File: src/rtl/uart_rx_frontend_pkg.sv
// Shared UART receive definitions: FSM state encoding, XINTF command bytes,
// the baud divider computation and the 2-of-3 vote helper.
package uart_rx_frontend_pkg;

  typedef enum logic [2:0] {
    ST_IDLE  = 3'd0,
    ST_START = 3'd1,
    ST_DATA  = 3'd2,
    ST_STOP  = 3'd3,
    ST_BREAK = 3'd4
  } rx_state_t;

  localparam logic [7:0] CMD_WRITE = 8'h77;
  localparam logic [7:0] CMD_READ  = 8'h72;

  // Clocks per oversample tick; truncating division.
  function automatic int unsigned calc_div(input int unsigned clk_freq,
                                           input int unsigned baud,
                                           input int unsigned oversample);
    return clk_freq / (baud * oversample);
  endfunction

  function automatic logic maj3(input logic a, input logic b, input logic c);
    return (a & b) | (a & c) | (b & c);
  endfunction

endpackage

File: src/rtl/uart_baud_tick.sv
// Restartable oversample tick divider; tick pulses one clk every DIV clks.
// Shared with the TX side.
module uart_baud_tick #(
  parameter int unsigned DIV = 27
) (
  input  logic clk,
  input  logic reset_n,
  input  logic restart,
  output logic tick
);

  localparam int unsigned CW = (DIV > 1) ? $clog2(DIV) : 1;

  logic [CW-1:0] cnt;

  // Restart zeroes the phase so the first tick lands DIV clks after it.
  always_ff @(posedge clk or negedge reset_n) begin
    if (!reset_n) begin
      cnt  <= '0;
      tick <= 1'b0;
    end else if (restart) begin
      cnt  <= '0;
      tick <= 1'b0;
    end else if (cnt == CW'(DIV - 1)) begin
      cnt  <= '0;
      tick <= 1'b1;
    end else begin
      cnt  <= cnt + CW'(1);
      tick <= 1'b0;
    end
  end

endmodule

File: src/rtl/uart_rx_frontend.sv
// 8N1 UART receiver for the XINTF command decoder: synchronises rx, votes
// three mid-bit samples per bit, and reports good bytes or framing errors.
module uart_rx_frontend
  import uart_rx_frontend_pkg::*;
#(
  parameter int unsigned CLK_FREQ   = 50_000_000,
  parameter int unsigned BAUD       = 115200,
  parameter int unsigned OVERSAMPLE = 16
) (
  input  logic       clk,
  input  logic       reset_n,
  input  logic       rx,
  output logic [7:0] rx_data,
  output logic       rx_valid,
  output logic       rx_frame_err,
  output logic       rx_busy
);

  localparam int unsigned DIV = calc_div(CLK_FREQ, BAUD, OVERSAMPLE);
  localparam int unsigned SW  = $clog2(OVERSAMPLE);
  localparam int unsigned H   = OVERSAMPLE / 2;

  rx_state_t     state;
  logic [2:0]    sync;
  logic [SW-1:0] s_cnt;
  logic [2:0]    bit_idx;
  logic [7:0]    shreg;
  logic          v_lo;
  logic          v_mid;
  logic          upd;
  logic          tick;
  logic          rx_s;
  logic          fall_c;
  logic          restart_c;
  logic          maj_c;
  logic          at_vote_c;
  logic          at_end_c;
  logic [SW-1:0] s_next_c;

  // Two synchroniser flops plus one history flop for edge detection.
  always_ff @(posedge clk or negedge reset_n) begin
    if (!reset_n) sync <= '1;
    else          sync <= {sync[1:0], rx};
  end

  assign rx_s      = sync[1];
  assign fall_c    = sync[2] & ~sync[1];
  assign restart_c = (state == ST_IDLE) && fall_c;
  assign maj_c     = maj3(v_lo, v_mid, rx_s);
  assign at_vote_c = tick && (s_cnt == SW'(H + 1));
  assign at_end_c  = tick && (s_cnt == SW'(OVERSAMPLE - 1));
  assign s_next_c  = (s_cnt == SW'(OVERSAMPLE - 1)) ? '0 : s_cnt + SW'(1);

  uart_baud_tick #(.DIV(DIV)) u_tick (
    .clk     (clk),
    .reset_n (reset_n),
    .restart (restart_c),
    .tick    (tick)
  );

  always_ff @(posedge clk or negedge reset_n) begin
    if (!reset_n) begin
      state        <= ST_IDLE;
      s_cnt        <= '0;
      bit_idx      <= '0;
      shreg        <= '0;
      v_lo         <= 1'b0;
      v_mid        <= 1'b0;
      upd          <= 1'b0;
      rx_data      <= '0;
      rx_valid     <= 1'b0;
      rx_frame_err <= 1'b0;
      rx_busy      <= 1'b0;
    end else begin
      // rx_valid trails the rx_data update by exactly one clk.
      rx_valid     <= upd;
      upd          <= 1'b0;
      rx_frame_err <= 1'b0;
      if (tick && s_cnt == SW'(H - 1)) v_lo  <= rx_s;
      if (tick && s_cnt == SW'(H))     v_mid <= rx_s;

      case (state)
        ST_IDLE: begin
          if (fall_c) begin
            state   <= ST_START;
            s_cnt   <= '0;
            rx_busy <= 1'b1;
          end
        end
        ST_START: begin
          if (tick) s_cnt <= s_next_c;
          if (at_vote_c && maj_c) begin
            state   <= ST_IDLE;
            rx_busy <= 1'b0;
          end else if (at_end_c) begin
            state   <= ST_DATA;
            bit_idx <= '0;
          end
        end
        ST_DATA: begin
          if (tick) s_cnt <= s_next_c;
          if (at_vote_c) shreg <= {maj_c, shreg[7:1]};
          if (at_end_c) begin
            if (bit_idx == 3'd7) state <= ST_STOP;
            else                 bit_idx <= bit_idx + 3'd1;
          end
        end
        ST_STOP: begin
          // Decide at the vote so a back-to-back start edge is not missed.
          if (tick) s_cnt <= s_next_c;
          if (at_vote_c) begin
            if (maj_c) begin
              rx_data <= shreg;
              upd     <= 1'b1;
              state   <= ST_IDLE;
              rx_busy <= 1'b0;
            end else begin
              rx_frame_err <= 1'b1;
              state        <= ST_BREAK;
              s_cnt        <= '0;
            end
          end
        end
        ST_BREAK: begin
          if (tick) begin
            if (!rx_s) begin
              s_cnt <= '0;
            end else if (s_cnt == SW'(OVERSAMPLE - 1)) begin
              s_cnt   <= '0;
              state   <= ST_IDLE;
              rx_busy <= 1'b0;
            end else begin
              s_cnt <= s_cnt + SW'(1);
            end
          end
        end
        default: begin
          state   <= ST_IDLE;
          rx_busy <= 1'b0;
        end
      endcase
    end
  end

endmodule
File: config.mk
export PLATFORM = sky130hd
export DESIGN_NAME = uart_rx_frontend
export DESIGN_NICKNAME = d
export VERILOG_FILES = /design/src/rtl/uart_rx_frontend_pkg.sv /design/src/rtl/uart_baud_tick.sv /design/src/rtl/uart_rx_frontend.sv
export SDC_FILE = /design/constraint.sdc
export NUM_CORES = 1
export LEC_CHECK = 0
export ABC_AREA = 1
export CORE_ASPECT_RATIO = 0.5
export CORE_MARGIN = 2
export CORE_UTILIZATION = 40
export CTS_CLUSTER_SIZE = 12
export DETAILED_ROUTE_END_ITERATION = 12
export SLEW_MARGIN = 20
export SYNTH_ARGS = -nofsm -noshare
export SYNTH_HDL_FRONTEND = slang
export SYNTH_SLANG_ARGS = --single-unit
File: constraint.sdc
create_clock -name clk -period 1.35 [get_ports clk]
set_input_delay 0.135 -clock clk [delete_from_list [all_inputs] [get_ports clk]]
set_output_delay 0.135 -clock clk [all_outputs]
set_load 0.05 [all_outputs]
==> summary.md <==
| Metric | Value |
|---|---|
| Synthesized Nets | `246` |
| Die Y | `53.7 um` |
| Leakage Power | `roughly 0.0014 uW` |
| Hold Crit Class | `in2reg` |
| Syn Inst Count | `236` |
| Tcrit/Tclk final | `116%` |
| Antenna fix cells | `0` |
| Quantity of I/O buffers inserted on ports | `13` |
| Initial Util | `about 41%` |
| Maxcap violations | `0` |
| CP Capture Type | `flip-flop` |
| Top FF cell, synth | `dfrtp_1` |
| Clock slew at reported path FFs | `90 ps` |
| Dpl hpwl | `2.75 mm` |
| Skew final | `6.64 ps` |
| Initial DRC Count | `56` |
| TritonRoute pass-1 iters | `4` |
| Vias per std cell | `4.85` |
| Worst hold start | `rx` |
| Synth Area in Compound Gates | `6.64%` |
| CTS Sinks | `41` |
| Vias | `1,731` |
| DRT antenna net count | `0` |
| Max Fclk | `639 MHz` |
| EDFF count, synth | `0` |
| GPL Wtd Cong | `0.954` |
| Startpoint Class | `flip-flop` |
| Filler Cells Inserted | `just under 400` |
| TNS Setup | `-3890 ps` |
| Share of post-route cells with drive strength above 1 | `37.3%` |
| Pin count of the biggest net entering global routing | `27` |
| Commonest cells in the netlist | `nand2_1 (70), dfrtp_1 (38), inv_1 (36)` |
| Cell row count | `18` |
| Arr. time, crit path | `approximately 1800 ps` |
| Yosys cell types | `21` |
| DRT Wirelength | `4.63 mm` |
| Largest fanout on the critical path | `3` |
| P&R area growth vs syn | `44.9%` |
| Pwr Total | `3570 uW` |
| Ys Warns | `0` |
| Origin of the critical flop-to-flop path | `s_cnt[0]` |
| Core Area | `0.00484 mm^2` |
| P per Cell Area | `about 1200 mW/mm^2` |
| Post-synthesis sequential area ratio | `about 52%` |
| Die area | `0.00556 mm^2` |
| Synth area leaders | `dfrtp_1 (48%), nand2_1 (13%), inv_1 (6.8%)` |
| Min setup slack post-route | `-214 ps` |
| Die X | `slightly above 100 um` |
| CTS root buf | `clkbuf_8` |
| CTS buffer count | `5` |
| Synth area leader | `dfrtp_1` |
| Worst Tran Pin Value | `a little under 400 ps` |
| H-tree depth | `2` |
| First-pass GRT wire length | `around 7.3 mm` |
| CP startpoint | `s_cnt[0]` |
| Failing checks | `setup timing` |
| Simple-Gate Fraction of Synth Area | `26.9%` |
| Min Tclk post-route | `~1600 ps` |
| Synth Register Bits | `41` |
| Main combinational cell family by area after synthesis | `simple AND/OR/NAND/NOR gates` |
| Post-Synth Adder-Cell Area | `4.42%` |
| Clock Latency Late Sink | `300 ps` |
| Syn avg cell area | `8.39 um^2` |
| CTS tree | `yes` |
| Slew margin rel. | `between 70% and 80%` |
| Outcome | `complete, but fails checks` |
| Synth top area share | `48.0%` |
| Top-count cell post-synth | `nand2_1` |
| Pins Over Slew Limit | `0` |
| RSZ-0062 raised after global routing | `true` |
| Nets | `296` |
| DRC Markers | `0` |
| Total global-route track usage | `17.4%` |
| Vias in the first global route | `approximately 1,600` |
| Synth Area in XOR/XNOR | `1.33%` |
| Hold Fails Final Rpt | `0` |
| Setup violators final | `28` |
| Mapped Area | `0.00198 mm^2` |
| Grt total ovfl | `0` |
| Initial antenna violation count | `0` |
| Routed WL per cell | `13.0 um` |
| Num ports | `14` |
| WS Path Type | `reg2reg` |
| Worst VDD drop | `just under 0.6 mV` |
| Ys async rst share | `100%` |
| Max Root-Sink Buffers | `2` |
| Post-synthesis mux area share | `0%` |
| WP data required | `1550 ps` |
[per-stage QoR]
step                      cells  hold slack (ps)  instance area (um^2)  util, %  worst slack [ps]
after floorplan             236             -161                  1990        -              -103
after global routing        357              225                  2870     59.2              -291
after detailed placement    336             80.0                  2450     50.6              -211
after global placement      336             77.8                  2450     50.6              -162
after CTS                   354              231                  2730     56.3              -169
final                       357              238                  2870     59.2              -214
[metal layers]
| metal | GRT usage, % | part of all wire [%] |
|---|---|---|
| met4 | 7.02 | 1.9 |
| met1 | 23.3 | 45 |
| met3 | 4.55 | 4.4 |
| met2 | 27.5 | 48 |
| met5 | 0 | 0 |
[layout make-up]
cell class / count / area, um^2 / area share (%)
inverter: 37 / 141 / 4.93
sequential: 41 / 1030 / 36.0
timing repair buffer: 46 / 533 / 18.6
multi-input combinational: 155 / 983 / 34.3
tap: 70 / 87.6 / 3.05
clock buffer: 5 / 68.8 / 2.40
clock inverter: 3 / 22.5 / 0.785
[final timing paths]
kind	to	slack (ps)	cells after the start
min in group asynchronous	v_lo	280	2
max in group asynchronous	state[1]	600	3
worst min register to register	sync[1]	360	0
worst min-delay path	sync[0]	240	1
worst max register to register	state[0]	-210	10
worst max-delay path	state[0]	-210	10
[kinds of logic (layout without fill, tap and decap cells)]
family	count (synthesis)	count (layout)
buffers and inverters	40	91
AOI/OAI and AO/OA	24	24
and+or+nand+nor	121	121
DFF	41	41
adders and majority gates	7	7
xor gates and xnor gates	3	3
[registers in the layout, summed over array words and instances, names as in the netlist]
| name | count |
|---|---|
| u_tick.tick | 1 |
| state | 3 |
| upd | 1 |
| shreg | 8 |
| v_mid | 1 |
| sync | 3 |
| u_tick.cnt | 5 |
| v_lo | 1 |
| s_cnt | 4 |
| rx_data | 8 |
| rx_frame_err | 1 |
| rx_valid | 1 |
| rx_busy | 1 |
| bit_idx | 3 |
[placed cells by master, fill, tap and decap left out]
cell,instances
ha_4,2
buf_2,1
xor2_1,2
xnor2_1,1
clkinv_4,2
nor2_1,11
dfrtp_1,37
a21oi_4,1
nand2_1,55
dfstp_2,3
buf_12,13
nand2_2,13
clkdlybuf4s50_1,1
clkinv_2,1
nand3_2,5
ha_1,4
o21ai_2,2
nor2_2,3
dfrtp_2,1
clkbuf_8,5
o21ai_0,10
nor3_2,1
nand2_4,3
inv_2,7
inv_1,29
nor2_4,5
a21oi_2,1
inv_4,1
nand4_1,2
dlygate4sd3_1,1
buf_6,6
a21oi_1,1
nand3_1,15
nor3_4,1
ha_2,1
nor3_1,2
buf_4,24
o21ai_1,9
nand3_4,5
[power by group]
part / switching, uW / internal, uW
combinational: 778 / 498
sequential: 110 / 1350
clock: 465 / 367
total: 1350 / 2220
[critical path, stage by stage, from the launching register on]
cell and delay, ps:
dfrtp_1 440, ha_2 240, nand2_4 70, nor2_4 130, inv_1 100, nand2_1 90
nand2_1 90, nor2_4 110, nand2_2 80, nand2_1 70, nand2_1 40
[timing repair]
action | 4_1_cts | 5_1_grt
pin swaps | 10 | 11
gates resized for setup | 28 | 43
hold buffers | 1 | 0
setup buffers | 8 | 7
endpoints found under the hold margin | 12 | 0
cloned | 1 | 0
setup endpoints to repair | 33 | 36
No activity file was read; power rests on OpenSTA's default activity.
